==> src/rtl/shift_slt_alu.sv <==
// Registered 16-bit execute-stage slice: log barrel shifter (shift/rotate, both
// directions) plus signed/unsigned set-less-than. Bit 0 is the MSB everywhere.
module shift_slt_alu (
  input  logic        clk,
  input  logic        rst_n,
  input  logic [0:15] a,
  input  logic [0:15] b,
  input  logic [0:5]  opcode,
  output logic [0:15] result,
  output logic        invalid_op
);

  localparam logic [0:1] MODE_PASS  = 2'b00;
  localparam logic [0:1] MODE_ARITH = 2'b10;
  localparam logic [0:1] MODE_ROT   = 2'b11;

  logic [0:15] result_q, result_d;
  logic        invalid_q, invalid_d;

  // Opcode field decode
  logic       dir_right;
  logic [0:1] mode;
  logic [0:3] sh;

  assign dir_right = opcode[1];
  assign mode      = opcode[4:5];
  assign sh        = a[12:15];

  function automatic logic [0:15] bit_rev(input logic [0:15] v);
    logic [0:15] r;
    for (int i = 0; i < 16; i++) begin
      r[i] = v[15-i];
    end
    return r;
  endfunction

  // Right shifts run through the left datapath on a bit-reversed operand, so
  // the arithmetic fill (b[0]) lands in the vacated high-numbered positions.
  logic        fill_bit;
  logic        rotate;
  logic [0:15] stage_v [0:4];
  logic [0:15] shift_out;

  assign fill_bit   = dir_right && (mode == MODE_ARITH) ? b[0] : 1'b0;
  assign rotate     = (mode == MODE_ROT);
  assign stage_v[0] = dir_right ? bit_rev(b) : b;

  generate
    for (genvar gi = 0; gi < 4; gi++) begin : g_barrel
      localparam int K = 1 << gi;
      logic [0:15] shifted;
      assign shifted = rotate ? {stage_v[gi][K:15], stage_v[gi][0:K-1]}
                              : {stage_v[gi][K:15], {K{fill_bit}}};
      assign stage_v[gi+1] = sh[3-gi] ? shifted : stage_v[gi];
    end
  endgenerate

  assign shift_out = dir_right ? bit_rev(stage_v[4]) : stage_v[4];

  // One 17-bit subtract serves both compares: bit 0 is the borrow.
  logic [0:16] diff;
  logic        overflow;
  logic        slt_bit;
  logic        sltu_bit;
  logic        unused_diff_bits;

  assign diff             = {1'b0, a} - {1'b0, b};
  assign overflow         = (a[0] != b[0]) && (diff[1] != a[0]);
  assign slt_bit          = diff[1] ^ overflow;
  assign sltu_bit         = diff[0];
  assign unused_diff_bits = ^diff[2:16];

  always_comb begin
    result_d  = 16'h0000;
    invalid_d = 1'b0;
    if (!opcode[0]) begin
      if (opcode[2:3] == 2'b00) begin
        result_d = (mode == MODE_PASS) ? b : shift_out;
      end else begin
        invalid_d = 1'b1;
      end
    end else if (opcode[1:5] == 5'b00000) begin
      result_d = {15'b0, slt_bit};
    end else if (opcode[1:5] == 5'b00001) begin
      result_d = {15'b0, sltu_bit};
    end else begin
      invalid_d = 1'b1;
    end
  end

  always_ff @(posedge clk) begin
    if (!rst_n) begin
      result_q  <= 16'h0000;
      invalid_q <= 1'b0;
    end else begin
      result_q  <= result_d;
      invalid_q <= invalid_d;
    end
  end

  assign result     = result_q;
  assign invalid_op = invalid_q;

endmodule

==> config.mk <==
export PLATFORM = sky130hd
export DESIGN_NAME = shift_slt_alu
export DESIGN_NICKNAME = d
export VERILOG_FILES = /design/src/rtl/shift_slt_alu.sv
export SDC_FILE = /design/constraint.sdc
export NUM_CORES = 1
export LEC_CHECK = 0
export CORE_ASPECT_RATIO = 1.4
export CORE_UTILIZATION = 59
export CTS_BUF_LIST = sky130_fd_sc_hd__clkbuf_2
export CTS_CLUSTER_DIAMETER = 30
export CTS_CLUSTER_SIZE = 8
export DETAILED_ROUTE_END_ITERATION = 7
export GPL_TIMING_DRIVEN = 0
export PLACE_DENSITY = 0.89
export SYNTH_ARGS = -nofsm -noshare
export SYNTH_HDL_FRONTEND = slang
export SYNTH_SLANG_ARGS = --single-unit
==> constraint.sdc <==
create_clock -name clk -period 7.5 [get_ports clk]
set_input_delay 1.5 -clock clk [delete_from_list [all_inputs] [get_ports clk]]
set_output_delay 1.5 -clock clk [all_outputs]
set_load 0.005 [all_outputs]
==> results.yml <==
floorplan:
  row_count: 30
  die_w_um: 62.5
  core_area_um2: 4880
  io_pins: 57
  start_util: 0.621
  dieHeight_um: 86.8
  die-area_um2: 5430
logic_synthesis:
  netlist_instances: 378
  synthArstFlopShare: 0
  synthesis.nets: 434
  synth_area_leader_cell: "dfxtp_1"
  synth_warnings: 0
  synth_flop_cell: "dfxtp_1"
  ys_seq_elements: 17
  syn-cell-area_um2: 3030
  synth.area.top_cells: "dfxtp_1 (11%), mux2i_1 (11%), mux4_2 (10%)"
  ys_types: 65
  avgSynthCellArea_um2: 8.01
  synth_edf_count: 0
  ys_seq_area_frac: 0.112
  yosysTopAreaCellShare: 0.112
worst_setup_path:
  cp.arrival_ns: 4.29
  crit_fanout: 9
  crit_buf_inv: 2
  slowest_stage: "clkdlybuf4s50_1"
  slowest_delay_ns: 0.71
  required_ns: 7.72
  critPathTopFamily: "buffers and inverters"
  path_cells: "clkdlybuf4s50_1 -> inv_1 -> ha_1 -> and3_1 -> nand3_1 -> nand3_1 -> nand3_1 -> o211ai_1 -> fa_1 -> o221a_2 -> nor4_1"
  cp-start-kind: "input pin"
  critPathMostFrequentCell: "nand3_1"
  critPathKind: "input pin to flop"
  critPathCaptureType: "flop"
clock_tree:
  clkTransAtPathRegs_ns: 0.16
  post_cts_resized: 0
  htree_levels: 1
  numClockSinks: 17
  post_cts_buffers: 0
  cts_root_buffer: "clkbuf_2"
  cts_tree: "done"
  numCtsBuffers: 3
  cts_hold_buf: 0
  clock_path_buffers: 2
timing:
  fmax_mhz: 246
  fin_crit_sh: 0.542
  setup_viol: 0
  drv_slew: 0
  hold_viol_final: 0
  slew_headroom: 0.517
  worst-slew-pin-transition_ns: 0.706
  period_needed_ns: 4.07
  rsz0062_at_grt: "false"
  tns_ns: 0
global_routing:
  grt_pass1_wl_mm: 17.4
  grt_pass1_vias: 3460
  antenna_found_initial: 0
  grt_max_degree: 11
  grt-ovfl-total: 0
  grt_use_total: 0.412
finish:
  layout_commonest_cell: "clkdlybuf4s50_1"
  multiInputGateArea_um2: 2390
  num_antenna_cells: 0
  layout.nets: 486
  fillers: 373
  drive_gt1_frac: 0.124
  area_delta_synth_final_pct: 18.8
  design_area_um2: 3600
  area.sequential_um2: 340
  final_cell_mix: "clkdlybuf4s50_1 (47), mux2i_1 (32), nor2_1 (31)"
route:
  routed_wl_mm: 11.0
  vias: 3641
  ant_nets: 0
  wl_per_cell_um: 22.3
  dr.pass1.iters: 5
  viasPerCell: 7.39
  drc: 0
  initialDrtViolationCount: 361
power:
  pwr_density_cell_nw_per_um2: 97.2
  p_leak_nw: 1.48
  switching_power_uw: 151
  seqPwrFrac: 0.267
  pwr-share-comb: 0.611
  switching_share: 0.432
  p_int_uw: 199
  peakVddDrop_mv: 0.0597
  clkPwrFrac: 0.121
placed_design:
  place.port_buffers: 47
  dpl.hpwl_mm: 8.49
  gp_congestion: 1.04
  placed_area_um2: 3580
hold_path:
  min_path_type: "input pin to flop"
job:
  max_cap_violations: 0
status:
  status: "finished clean"
power by group through the flow:
stage,registers (mW),clock network (mW),logic (mW)
5_1_grt,0.0937,0.0447,0.226
6_report,0.0935,0.0424,0.214
4_1_cts,0.0935,0.0409,0.205
3_3_place_gp,0.0954,0,0.199
3_5_place_dp,0.0955,0,0.203
2_1_floorplan,0.0957,0,0.136
layer usage:
| layer | routed length, um | track usage | vias to the layer above |
|---|---|---|---|
| li1 | - | - | 1561 |
| met1 | 3750 | 0.476 | 1630 |
| met2 | 4990 | 0.700 | 348 |
| met3 | 1300 | 0.0461 | 102 |
| met4 | 974 | 0.307 | 0 |
| met5 | 0 | 0 | - |
synth_stat cells (all sizes together) (11+ instances only):
master  number
a22oi       11
buf         19
mux2i       32
o21ai       23
clkbuf      17
inv         21
dfxtp       17
nor2        31
mux4        16
nand2       24
ha          15
a211oi      12
nand3       19
a21oi       12
nand2b      11
final timing paths:
check,slack [ns],to,depth (start not counted),from
worst max-delay path,3.43,result[15],11,b[9]
worst min-delay path,1.63,result[11],3,b[11]
final cells by class:
cell class                      instances  area share
Clock buffer                            4     0.00556
Multi-Input combinational cell        304       0.663
Timing Repair Buffer                   47       0.131
Sequential cell                        17      0.0946
Buffer                                 36      0.0615
Inverter                               21      0.0219
Tap cell                               64      0.0223
flip-flops by register name (all words and copies together) (netlist names):
register	flops
invalid_op	1
result	16
cell families (layout without fill, tap and decap cells):
group	Yosys count	in the layout	synth area share
flops	17	17	0.112
buf+inv	57	108	0.0992
fa+ha+maj	16	16	0.0686
simple gates	113	113	0.181
mux	54	54	0.250
xor+xnor	1	1	0.00537
compound gates	120	120	0.283
metrics by stage:
step | util | power, mW | instances | setup slack (ns) | hold slack (ns)
finish | 0.737 | 0.350 | 493 | 3.43 | 1.63
detailed placement | 0.733 | 0.299 | 489 | 3.20 | 1.94
floorplan | - | 0.232 | 378 | 3.86 | 1.65
global placement | 0.733 | 0.294 | 489 | 3.28 | 1.95
CTS | 0.737 | 0.339 | 493 | 3.51 | 1.62
global route | 0.737 | 0.364 | 493 | 3.38 | 1.62
(Power assumes the default switching activity.)
==> edit: new RTL, same flow settings <==
Reset style: asynchronous (`rst_n`), changed in one clocked block.
--- a/src/rtl/shift_slt_alu.sv
+++ b/src/rtl/shift_slt_alu.sv
@@ -89,5 +89,5 @@
   end
 
-  always_ff @(posedge clk) begin
+  always_ff @(posedge clk or negedge rst_n) begin
     if (!rst_n) begin
       result_q  <= 16'h0000;
Check against the original RTL: differs if rst_n is asserted again (counterexample within 4 cycles, from zero or initial values and one cycle with rst_n low); with rst_n held inactive, the same outputs for 10 cycles.
==> edit against the unedited design <==
  * Cell area down 0.35%
  * Sequential cell count unchanged
  * Total power down 2.5%
  * Area after synthesis down 2.1%
  * First-iteration DRC count up 13%
  * Clock power down 9.2%
  * Setup slack worse by 1.5 ns
  * Hold slack worse by 0.032 ns
  * Wire length down 12%
  * Critical path type unchanged
==> edit: results (changes against the unedited design) <==
| Metric | Value |
|---|---|
| Outcome | finished clean (unchanged) |
| Drt total wl | 9650 um (was 11,000 um) |
| Net Count, Synth | 399 (was 434) |
| Peak VDD IR | 0.0480 mV (was 0.0597 mV) |
| Slew HR | 32.2% (was 51.7%) |
| Asr flop ratio synth | 100% (was 0%) |
| Vias in the first global route | 3,007 (was 3,460) |
| Avg Cell Area, Syn | 8.65 um^2 (was 8.01 um^2) |
| Global placer's final weighted congestion | 1.12 (was 1.04) |
| Final hold slack | 1.60 ns (was 1.63 ns) |
| Leak Pwr | 1.49 nW (was 1.48 nW) |
| Fraction of layout cells with a size suffix above 1 | 18.0% (was 12.4%) |
| # nets final | 456 (was 486) |
| Largest fanout on the critical path | 10 (was 9) |
| Seq/Total Area, Yosys | 14.3% (was 11.2%) |
| Vias | 3,274 (was 3,641) |
| Dpl ws | 1.81 ns (was 3.20 ns) |
| IO Port Bufs | 52 (was 47) |
| Detailed Place HPWL | 7620 um (was 8490 um) |
| Tot GR Track Use | 38.4% (was 41.2%) |
| Synth cell types | 62 (was 65) |
| Largest net degree at the start of global routing | 18 (was 11) |
| HP Class | input port to async pin (was input port to flop) |
| First-pass GRT wire length | 15,100 um (was 17,400 um) |
| CP arrival | 5.72 ns (was 4.29 ns) |
| Ys flop type | dfrtp_1 (was dfxtp_1) |
edit: how the worst max path moves through the flow:
| stage | startpoint | to | slack [ns] | cells after the start |
|---|---|---|---|---|
| final | b[3] | result[15] | 1.98 | 14 |
| after global routing | b[10] | result[15] | 1.77 | 15 |
| after CTS | b[10] | result[15] | 2.11 | 14 |
| after detailed placement | b[10] | result[15] | 1.81 | 14 |
| after global placement | b[3] | result[15] | 1.92 | 14 |
| after floorplan | b[11] | result[15] | 3.08 | 15 |
edit: layout make-up:
type / count / area (um^2)
multi-input cells: 275 / 2210
fillers: 351 / 1260
repair buffers: 52 / 520
flip-flops and latches: 17 / 425
plain buffers: 31 / 258
well taps: 64 / 80.1
inverters: 20 / 75.1
clock buffers: 3 / 15.0
clock inverters: 1 / 5.00
edit: cell families after synthesis:
group                      share of synthesized area [%]
adders and majority gates                           7.00
and+or+nand+nor                                     17.0
DFF                                                 14.3
muxes                                               25.1
AOI/OAI and AO/OA                                   24.9
buffers and inverters                               11.2
xor gates and xnor gates                           0.295
edit: power by group:
| group | leakage, nW | switching [mW] | internal (mW) | total, mW |
|---|---|---|---|---|
| sequential | 0.229 | 0.000910 | 0.0952 | 0.0961 |
| clock | 0.0164 | 0.0264 | 0.0121 | 0.0385 |
| combinational | 1.25 | 0.111 | 0.0955 | 0.206 |
edit: layer usage:
layer,track usage [%],routed length [um],vias to the layer above
met5,0,0,-
met4,22.2,591,0
met3,5.28,862,66
met2,65.7,4880,250
met1,43.4,3320,1523
li1,-,-,1435
edit: metrics by stage:
stage                     instance area, um^2  total power, mW
after floorplan                          2970            0.227
after global placement                   3570            0.294
after detailed placement                 3570            0.297
after CTS                                3590            0.334
after global routing                     3590            0.361
final                                    3590            0.341
edit: worst max-delay path, stage by stage:
cell and delay (ns):
clkdlybuf4s50_1 0.48, clkbuf_1 0.39, inv_1 0.10, ha_1 0.30, a21o_1 0.18, a211o_1 0.33, a2111oi_0 0.88, nor2_1 0.12
fa_1 0.42, mux2_2 0.28, o31ai_1 0.19, o311a_1 0.19, o21ai_0 0.10, a211oi_1 0.25
